**src/rtl/hazard_pkg.sv**
```systemverilog
// Shared types for the hazard scoreboard: register index type and the
// bundle of pipeline control outputs produced each cycle.
package hazard_pkg;

  localparam int RW = 5;

  typedef logic [RW-1:0] reg_idx_t;

  localparam reg_idx_t REG_ZERO = '0;

  typedef struct packed {
    logic pc_write;
    logic if_id_write;
    logic if_id_flush;
    logic control_stall;
  } hz_ctrl_t;

  localparam hz_ctrl_t HZ_RUN   = '{pc_write: 1'b1, if_id_write: 1'b1, if_id_flush: 1'b0, control_stall: 1'b0};
  localparam hz_ctrl_t HZ_STALL = '{pc_write: 1'b0, if_id_write: 1'b0, if_id_flush: 1'b0, control_stall: 1'b1};
  localparam hz_ctrl_t HZ_FLUSH = '{pc_write: 1'b1, if_id_write: 1'b1, if_id_flush: 1'b1, control_stall: 1'b1};

endpackage

```
**src/rtl/sat_counter.sv**
```systemverilog
// Event counter that sticks at all-ones instead of wrapping.
module sat_counter #(
  parameter int CNT_W = 16
) (
  input  logic             clk,
  input  logic             rst_n,
  input  logic             inc,
  output logic [CNT_W-1:0] count
);

  logic [CNT_W-1:0] count_q;

  always_ff @(posedge clk) begin
    if (!rst_n) begin
      count_q <= '0;
    end else if (inc && (count_q != '1)) begin
      count_q <= count_q + 1'b1;
    end
  end

  assign count = count_q;

endmodule

```
**src/rtl/hazard_scoreboard.sv**
```systemverilog
// Load scoreboard and IF/ID stall/flush control for the 5-stage core.
// Decisions are combinational from the current inputs and registered state.
module hazard_scoreboard #(
  parameter int NREGS     = 32,
  parameter int RW        = 5,
  parameter int MAX_OUTST = 2,
  parameter int CNT_W     = 16
) (
  input  logic             clk,
  input  logic             rst_n,
  input  logic             id_valid,
  input  logic [RW-1:0]    id_rs1,
  input  logic [RW-1:0]    id_rs2,
  input  logic             id_use_rs1,
  input  logic             id_use_rs2,
  input  logic             ex_valid,
  input  logic             ex_mem_read,
  input  logic [RW-1:0]    ex_rd,
  input  logic             ex_branch_tkn,
  input  logic             rsp_valid,
  input  logic [RW-1:0]    rsp_rd,
  output logic             pc_write,
  output logic             if_id_write,
  output logic             if_id_flush,
  output logic             control_stall,
  output logic             outst_full,
  output logic [CNT_W-1:0] stall_cnt,
  output logic [CNT_W-1:0] flush_cnt
);

  import hazard_pkg::*;

  localparam int OW = $clog2(MAX_OUTST + 1);
  localparam logic [OW-1:0] OUTST_MAX = OW'(MAX_OUTST);

  logic [NREGS-1:0] pend_q, pend_d;
  logic [OW-1:0]    outst_q, outst_d;

  logic             ex_load;
  logic             full;
  logic             struct_haz;
  logic             stall;
  logic             issue;
  logic             rsp_dec;
  logic [1:0]       raw;
  logic [1:0][RW-1:0] src;
  logic [1:0]       use_src;
  hz_ctrl_t         ctrl;

  assign ex_load    = ex_valid && ex_mem_read;
  assign full       = (outst_q == OUTST_MAX);
  // A response this cycle frees a slot, so a load at the limit may still go.
  assign struct_haz = ex_load && full && !rsp_valid;

  assign src     = {id_rs2, id_rs1};
  assign use_src = {id_use_rs2, id_use_rs1};

  genvar gi;
  generate
    for (gi = 0; gi < 2; gi++) begin : g_raw
      assign raw[gi] = use_src[gi] && (src[gi] != '0) &&
                       (pend_q[src[gi]] || (ex_load && (ex_rd == src[gi])));
    end
  endgenerate

  assign stall   = id_valid && ((|raw) || struct_haz);
  assign issue   = ex_load && !ex_branch_tkn && !struct_haz;
  assign rsp_dec = rsp_valid && (outst_q != '0);

  always_comb begin
    ctrl = HZ_RUN;
    if (!rst_n) begin
      ctrl = HZ_RUN;
    end else if (ex_branch_tkn) begin
      ctrl = HZ_FLUSH;
    end else if (stall) begin
      ctrl = HZ_STALL;
    end
  end

  always_comb begin
    pend_d = pend_q;
    if (rsp_valid) begin
      pend_d[rsp_rd] = 1'b0;
    end
    // Set after clear: a newer load to the same register keeps it pending.
    if (issue && (ex_rd != '0)) begin
      pend_d[ex_rd] = 1'b1;
    end
  end

  always_comb begin
    outst_d = outst_q;
    case ({issue, rsp_dec})
      2'b10:   outst_d = outst_q + 1'b1;
      2'b01:   outst_d = outst_q - 1'b1;
      default: outst_d = outst_q;
    endcase
  end

  always_ff @(posedge clk) begin
    if (!rst_n) begin
      pend_q  <= '0;
      outst_q <= '0;
    end else begin
      pend_q  <= pend_d;
      outst_q <= outst_d;
    end
  end

  sat_counter #(.CNT_W(CNT_W)) u_stall_cnt (
    .clk   (clk),
    .rst_n (rst_n),
    .inc   (stall && !ex_branch_tkn),
    .count (stall_cnt)
  );

  sat_counter #(.CNT_W(CNT_W)) u_flush_cnt (
    .clk   (clk),
    .rst_n (rst_n),
    .inc   (ex_branch_tkn),
    .count (flush_cnt)
  );

  assign pc_write      = ctrl.pc_write;
  assign if_id_write   = ctrl.if_id_write;
  assign if_id_flush   = ctrl.if_id_flush;
  assign control_stall = ctrl.control_stall;
  assign outst_full    = full;

endmodule

```
**config.mk**
```make
export PLATFORM = sky130hd
export DESIGN_NAME = hazard_scoreboard
export DESIGN_NICKNAME = d
export VERILOG_FILES = /design/src/rtl/hazard_pkg.sv /design/src/rtl/sat_counter.sv /design/src/rtl/hazard_scoreboard.sv
export SDC_FILE = /design/constraint.sdc
export NUM_CORES = 1
export LEC_CHECK = 0
export BUFFER_PORTS_ARGS = -buffer_cell sky130_fd_sc_hd__buf_2
export CORE_AREA = 5 5 112 114
export CTS_BUF_LIST = sky130_fd_sc_hd__clkbuf_16
export DETAILED_ROUTE_END_ITERATION = 16
export DIE_AREA = 0 0 117 119
export GPL_TIMING_DRIVEN = 0
export PLACE_DENSITY = 0.53
export SLEW_MARGIN = 40
export SYNTH_ARGS = -nofsm -noshare
export SYNTH_HDL_FRONTEND = slang
export SYNTH_SLANG_ARGS = --single-unit
```
**constraint.sdc**
```tcl
create_clock -name clk -period 2.1 [get_ports clk]
set_clock_uncertainty 0.1 [all_clocks]
set_input_delay 0.21 -clock clk [delete_from_list [all_inputs] [get_ports clk]]
set_output_delay 0.21 -clock clk [all_outputs]
set_load 0.005 [all_outputs]
```
* After elaboration in Yosys (flattened, before gate mapping)
Index checks and enable logic that the tools add are counted.
Cells by class: add/sub/neg operators 4, $lt $le $gt $ge 6, equality and inequality tests 7, multiplexer cells 14, bitwise logic cells 3, reduce and logical (&&, ||, !) cells 31
Operator list (number):
- $mux W32 | 2
- $add A16 B1 Y16 const B | 2
- $and A32 B32 Y32 | 1
- $ne A16 B16 Y1 const B | 2
- $not A32 Y32 | 1
- $or A32 B32 Y32 | 1
- $lt A5 B6 Y1 const B | 4
- $logic_and A1 B1 Y1 | 19
- $reduce_bool A5 Y1 | 3
- $mux W4 | 3
- $bmux W1 S5 | 2
- $demux W1 S5 | 2
- $eq A5 B5 Y1 | 2
- $ge A5 B1 Y1 const B | 2
- $eq A2 B2 Y1 const B | 2
- $mux W1 | 4
- $pmux W2 S2 | 1
- $reduce_bool A2 Y1 | 2
- $logic_not A1 Y1 | 3
- $logic_or A1 B1 Y1 | 3
- $add A2 B1 Y2 const B | 1
- $eq A2 B1 Y1 const B | 1
- $reduce_or A2 Y1 | 1
- $sub A2 B1 Y2 const B | 1
Word-level totals: register bits after elaboration 66, bits of input ports 29, output and inout bits 37, logic and storage cells 69

* Depth between registers and ports, before layout
Gate-level depths: netlist of the first run.
depth in word-level cells 10, gate-level depth with buffers 9, gate-level depth less buffers 8

* Hierarchy
From an unflattened synthesis of the first run, not the netlist that was laid out.
Unflattened totals: cell total of the unflattened synthesis 458, area, all modules 3965.1 sq um
By module, submodules not included:
- hazard_scoreboard | instances 1, cells an instance 264, area each 2290.9 sq um, seq. area each 680.7 sq um
- sat_counter | instances 2, cells an instance 97, area each 837.1 sq um, seq. area each 320.3 sq um

* Worst setup path after synthesis of the first run
Ideal clock, no wire load.
kind input-to-output, from in id_rs1[1], to out pc_write, data arrival time 2027 ps, data required time 1790 ps, slack -237 ps, stages 9, buffers on the path 3, cells stage by stage buf_6 > mux4_2 > and3_1 > o41ai_2 > o2111ai_1 > o2bb2ai_1 > buf_6 > nand4_1 > buf_4
Between the ends: longest elaborated chain between the ends 10, elaborated cells between the ends (all ways) 14, those cells by class 1 x eq/ne; 5 x mux; 8 x reduce/logical
Ends and longest elaborated chain:
- start: declaration | line hazard_scoreboard.sv:12 | input logic [RW-1:0] id_rs1,
- $bmux W1 S5 or $eq A5 B5 Y1 (tied branches) | line hazard_scoreboard.sv:62 | (pend_q[src[gi]] || (ex_load && (ex_rd == src[gi])));
- $mux W1 (implied by the code) or $logic_and A1 B1 Y1 (tied branches) | line hazard_scoreboard.sv:62
- $logic_or A1 B1 Y1 | line hazard_scoreboard.sv:62
- $logic_and A1 B1 Y1 (*) | line hazard_scoreboard.sv:61 | assign raw[gi] = use_src[gi] && (src[gi] != '0) &&
- $reduce_or A2 Y1 (*) | line hazard_scoreboard.sv:66 | assign stall = id_valid && ((|raw) || struct_haz);
- $logic_or A1 B1 Y1 (*) | line hazard_scoreboard.sv:66
- $logic_and A1 B1 Y1 (*) | line hazard_scoreboard.sv:66
- $mux W4 (*) | line hazard_scoreboard.sv:76 | end else if (stall) begin
- $mux W4 (*) | line hazard_scoreboard.sv:74 | end else if (ex_branch_tkn) begin
- $mux W4 (*) | line hazard_scoreboard.sv:72 | if (!rst_n) begin
- end: declaration | line hazard_scoreboard.sv:22 | output logic pc_write,
Mark *: on every way between the ends. The rest lies on a longest branch, timed or not. The select of a mux whose other input is x is not followed.

* Worst setup path in the final report of the first run
from reg pend_q[31], to out pc_write
Between the ends: longest elaborated chain between the ends 10, elaborated cells between the ends (all ways) 14, those cells by class 7 x mux; 7 x reduce/logical
Ends and longest elaborated chain:
- start: declaration | line hazard_scoreboard.sv:36 | logic [NREGS-1:0] pend_q, pend_d;
- start signal: assignment | line hazard_scoreboard.sv:106 | pend_q <= pend_d;
- $bmux W1 S5 | line hazard_scoreboard.sv:62
- $mux W1 (implied by the code) | line hazard_scoreboard.sv:62
- $logic_or A1 B1 Y1 | line hazard_scoreboard.sv:62
- $logic_and A1 B1 Y1 | line hazard_scoreboard.sv:61
- $reduce_or A2 Y1 (*) | line hazard_scoreboard.sv:66
- $logic_or A1 B1 Y1 (*) | line hazard_scoreboard.sv:66
- $logic_and A1 B1 Y1 (*) | line hazard_scoreboard.sv:66
- $mux W4 (*) | line hazard_scoreboard.sv:76
- $mux W4 (*) | line hazard_scoreboard.sv:74
- $mux W4 (*) | line hazard_scoreboard.sv:72
Marked as above.

==> results.md, run 1 <==
* Crit path max fanout at 3
* Most used DFF post-synth: dfxtp_1
* Core Region at 11300 um2
* Final Max Tran Viols at 0
* Main combinational cell family by area after synthesis: simple AND/OR/NAND/NOR gates
* DRT iter0 DRCs at 277
* HPWL after DPL at slightly below 9000 um
* Worst-Margin Slew at 776 ps
* Mapped Avg Cell Area at 8.25 um2
* Setup-failing EPs final at 19
* ANT cells at 0
* DR WL met2 at 5770 um
* M1 WL at 5560 um
* Antenna violations before repair at 0
* H-tree Lvls at 3
* Largest net degree at the start of global routing at 12
* Die W at between 100 and 150 um
* Die area at between 10000 and 15000 um2
* Routed met3 length at roughly 650 um
* Crit. Startpoint: pend_q[31]
* TritonCTS clock tree: yes
* Final worst setup slack at -735 ps
* Fmax at 353 MHz
* Final min period at 2830 ps
* Critical path capture point: pc_write
* Final cell count without fillers at 698
* IO Pins at 66
* DIE HEIGHT at 119 um
* Area leader, netlist: dfxtp_1
* Crit path arrival time at around 2500 ps
* Vias at 3847
* Failing checks: setup timing
* Max-cap violations at 0
* Post-Syn Instances at 469
* Pwr/cell area at between 600 and 700 nW/um2
* Nets at 583
* Uppermost layer routed: met4
* Synth top area cells: dfxtp_1 34%, mux4_2 7.0%, nand2_1 4.9%, o21ai_0 4.8%, mux2i_1 4.7%
* Slew Limit Headroom at 48.3%
* Fin crit share at 135%
* Placed Cells at ~670
* Worst vdd ir at 0.289 mV
* Total GRT Usage at 18.0%
* Post-Synth Simple-Gate Area at 28.3%
* Detailed-route DRC error count at 0
* FF+latch count, synth at 66
* Pre-CTS setup slack at -777 ps
* Status: complete, but fails checks
* Finished Core Util at 45.0%
* HP Start: rst_n
* Adder-Cell Fraction of Synth Area at 0.970%
* Synth-to-Final Area Change at 31.5%
* Final ANT Viol Nets at 0
* Crit Reg-Reg Endpoint: u_stall_cnt.count[10]
* First-pass iteration count of the detailed router at 4
* Netlist cell types at 51
* Final GP Congestion at 0.876
* Synthesized area at 3870 um2
* Vias per cell at around 5.5
* Worst Reg-to-Reg Cells at 11
* Setup crit start kind: register
* Drt wl/cell at 17.4 um
* Initial Util at about a third
* Static leakage at 1.88 nW
* Multiplexer share of the synthesized area at 12.8%
* Post-synth ARST share at 0%
* Post-Synth XOR/XNOR Area at 5.21%
* Hold WC Path Type: in2reg
* Hold Fails Final Rpt at 0
* Number of enable flip-flop cells after synthesis at 0
* Number of fill cells at 1137
* Clock Path Buffers at 2
* CP Class: reg2out
* I/O Buffers at 57
* First-pass GRT wire length at 19700 um
* RSZ-0062 raised after global routing: true
* Fin Setup TNS at -8960 ps
* Vias in the first global route at 3734
* Critical path required time at 1790 ps
* Design area at 5090 um2
* Clock sinks at 66
* Worst hold stages at 3
* Share of layout cells above drive strength 1 at 27.2%
* Total CTS buffers at 9
* Critical R2R Launch: pend_q[31]
* Syn nets at roughly 500
* Area of placed instances at 4400 um2
* Synth Area in Compound Gates at between 10 and 15%
* Top cell type's share of synthesized area at 34.1%
* Clk Latency, worst-skew pair at 340 ps
* Number of core rows at 39
* Worst setup EP type: output pin
* Ys Warns at 0
* Sequential element share of the synthesized area at 34.1%
* R2r setup slk at -590 ps
* Hold Buf Count CTS at 0
* Worst-path clk slew at 50 ps
* GR Overflow Total at 0
* CTS root buffer: clkbuf_16
* Multi-input gate area at 2670 um2
* Reg area at ~1300 um2
* DRT Wirelength at 12200 um
critical path, stage by stage, from the launching register on:
cell and delay, ps:
dfxtp_2 320, mux4_2 490, and3_4 200, o41ai_4 360, o2111ai_2 180, o2bb2ai_2 170
buf_6 150, nand4_1 120, buf_4 130, buf_6 80
cells in the mapped netlist, drive strengths merged, types with 11 or more instances:
library cell and count:
xor2 12, clkbuf 21, a21oi 31, mux2i 18, nor2 41, o21ai 37
nor3 11, nand2b 16, xnor2 11, dfxtp 66, nand3 35, mux4 12
nand2 51
sequential cells by signal, summed over array words and instances (netlist names):
name and flops:
pend_q 32, u_flush_cnt.count 16, outst_q 2, u_stall_cnt.count 16
logic make-up (layout without fill, tap and decap cells):
group | after synthesis | count (layout)
fa+ha+maj | 3 | 3
xor+xnor | 23 | 23
compound gates | 94 | 94
buf+inv | 35 | 121
mux | 34 | 34
flops | 66 | 66
simple gates | 214 | 214
routing by layer:
metal  GRT usage [%]  vias up
met4            7.10        0
met1            24.5     1880
met2            27.9       97
met5               0        -
met3            3.65       16
li1                -     1854
cells in the final DEF (no fill, tap or decap), drive strengths merged, types with 3 or more instances in the layout:
cell type / n
nor2b: 6
nand2: 51
clkinv: 4
nand3: 35
xor2: 12
xnor2: 11
a21oi: 31
nor2: 41
clkbuf: 29
mux2: 4
nor3: 11
nand3b: 8
and3: 7
nand2b: 16
dfxtp: 66
o31ai: 3
and4: 4
inv: 7
mux4: 12
ha: 3
buf: 78
nand4: 6
o21a: 8
or3: 8
o21ai: 37
nor4: 8
mux2i: 18
worst min-delay path by stage:
stage                                      end  slack (ps)
after floorplan                     pend_q[16]         280
after global placement    u_stall_cnt.count[9]         370
after detailed placement             pend_q[0]         370
after CTS                           pend_q[18]         120
after global routing                pend_q[18]         150
final                               pend_q[18]         120
area by class of cell:
type | instances | area share [%]
plain buffers | 26 | 2.78
clock inverters | 6 | 1.62
inverters | 8 | 0.590
flip-flops and latches | 66 | 26.1
multi-input cells | 368 | 52.4
well taps | 143 | 3.52
clock buffers | 9 | 4.42
repair buffers | 72 | 8.63
through the flow:
step	hold slack, ps	total power [W]
6_report	116	0.00328
5_1_grt	153	0.00339
4_1_cts	116	0.00329
3_5_place_dp	372	0.00164
3_3_place_gp	367	0.00163
2_1_floorplan	278	0.00152
where the power goes:
group | total, W | switching [W] | internal [W] | leakage (nW)
combinational | 0.000406 | 0.000247 | 0.000159 | 1.20
sequential | 0.00128 | 0.0000156 | 0.00127 | 0.534
clock | 0.00159 | 0.000564 | 0.00103 | 0.151
total | 0.00328 | 0.000826 | 0.00245 | 1.88
timing repair:
item | 4_1_cts | 5_1_grt
endpoints found under the setup margin | 36 | 39
resized for setup | 20 | 30
setup buffers | 11 | 5
pin swaps | 10 | 13
cloned | 1 | 0
(Power assumes the default switching activity.)
==> run 2, diff against run 1 <==
Settings changed: CORE_AREA 5 5 112 114 to 2 2 109 111, DIE_AREA 0 0 117 119 to 0 0 111 113, PLACE_DENSITY 0.53 to not set.
==> results.md, run 2 (synthesized netlist as in run 1, its figures left out) <==
* Final worst setup slack at -771 ps
* Status: complete, but fails checks
* Die area at 12500 um2
* Vias at 3869
* NetSw at 0.000846 W
* Core Region at 11300 um2
* Initial Util at about a third
* Total GRT Usage at a little under a fifth
* Synth-to-Final Area Change at 32.4%
* Worst vdd ir at 0.351 mV
* Total CTS buffers at 9
* Fin Setup TNS at -9010 ps
* Commonest non-fill, non-tap cells in the layout: 58 x buf_2, 58 x dfxtp_1, 51 x nand2_1
* RSZ-0062 raised after global routing: true
* Crit path arrival time at 2560 ps
* CTS root buffer: clkbuf_16
* Setup-failing EPs final at 19
* Largest register FFs at 32
* Vias in the first global route at between 3000 and 4000
* Final Max Tran Viols at 0
* Drt wl/cell at 16.9 um
* Slew Limit Headroom at 49.3%
* I/O Buffers at 57
* First-pass iteration count of the detailed router at 5
* Vias per cell at between 5 and 6
* Setup crit start kind: register
* Pwr/cell area at 669 nW/um2
* First-pass GRT wire length at 18700 um
* Most flops, register: pend_q
* Clock share of power at 50.8%
* ANT cells at 0
* Final min period at 2870 ps
* Nets at just under 600
* Die W at roughly 110 um
* Worst setup EP type: output pin
* Fmax at 348 MHz
* Fin crit share at 137%
* Clock Path Buffers at 2
* Hold WC Path Type: in2reg
* DRT iter0 DRCs at 254
* H-tree Lvls at 3
* Detailed-route DRC error count at 0
* Switch share at 24.7%
* Worst-path clk slew at 50 ps
* Finished Core Util at between 40% and 50%
* Final ANT Viol Nets at 0
* Largest net degree at the start of global routing at 13
* DRT Wirelength at 11800 um
* Power share of the combinational group at 11.7%
* Crit path max fanout at 3
* Static leakage at 1.89 nW
* Max-cap violations at 0
* HPWL after DPL at 8240 um
* Number of core rows at 39
* Clk Latency, worst-skew pair at between 300 and 400 ps
* Internal power at 0.00259 W
* Final GP Congestion at 0.901
* DIE HEIGHT at ~110 um
* Number of fill cells at 1099
* CP Class: reg2out
* Hold Fails Final Rpt at 0
* Share of layout cells above drive strength 1 at about 28%
* WHS at 116 ps
* GR Overflow Total at 0
* Share of total power in sequential cells at 37.4%
* Failing checks: setup timing
* Worst-Margin Slew at roughly 760 ps
* TritonCTS clock tree: yes
* IO Pins at 66
* Clock sinks at 66
* Antenna violations before repair at 0
* Critical path required time at 1790 ps
-- run 2: worst max-delay path, cell delays in order, from the launching register on --
cell and delay, ps:
dfxtp_2 330, mux4_2 480, and3_4 210, o41ai_4 360
o2111ai_2 200, o2bb2ai_2 180, buf_6 150, nand4_1 110
buf_4 130, buf_6 80
-- run 2: repair_timing --
| item | 4_1_cts | 5_1_grt |
|---|---|---|
| hold buffers | 0 | 0 |
| endpoints found under the setup margin | 35 | 42 |
| gates cloned | 1 | 0 |
| hold endpoints to repair | 0 | 0 |
| pin swaps | 8 | 14 |
| buffers inserted | 9 | 7 |
| resized for setup | 19 | 41 |
-- run 2: area by class of cell --
class                      count  area [um2]  area share (%)
clock buffer                   9         225            4.39
tap                          143         179            3.49
buffer                        26         143            2.78
clock inverter                 7         119            2.32
sequential                    66        1330            26.0
multi-input combinational    368        2670            52.1
inverter                       8        30.0           0.586
timing repair buffer          71         428            8.35
-- run 2: worst paths after layout --
path                    from                    end  slack [ps]  cells past startpoint
setup / recovery  pend_q[28]               pc_write        -770                      9
hold / removal         rst_n             pend_q[17]         120                      3
setup reg to reg  pend_q[28]  u_stall_cnt.count[15]        -540                     10
hold reg to reg    pend_q[0]              pend_q[0]         380                      1
-- run 2: through the flow --
step	total power, W	area (um2)	std cells	setup WS [ps]
2_1_floorplan	0.00152	3930	469	-236
5_1_grt	0.00355	5120	698	-843
6_report	0.00343	5120	698	-771
4_1_cts	0.00342	4950	694	-767
3_5_place_dp	0.00164	4400	669	-762
3_3_place_gp	0.00163	4390	669	-752
-- run 2: metal layers --
metal | share of wire (%) | global-route usage (%) | vias up
met1 | 45 | 25.2 | 1857
met2 | 47 | 29.5 | 128
met4 | 2.1 | 7.42 | 0
met5 | 0 | 0 | -
li1 | - | - | 1863
met3 | 5.9 | 3.86 | 21
-- run 2: power groups by stage --
stage               logic, W  clock network (W)  registers, W
CTS                 0.000376            0.00176       0.00128
floorplan           0.000213                  0       0.00131
global placement    0.000322                  0       0.00131
global route        0.000435            0.00183       0.00129
detailed placement  0.000328                  0       0.00131
finish              0.000402            0.00174       0.00128
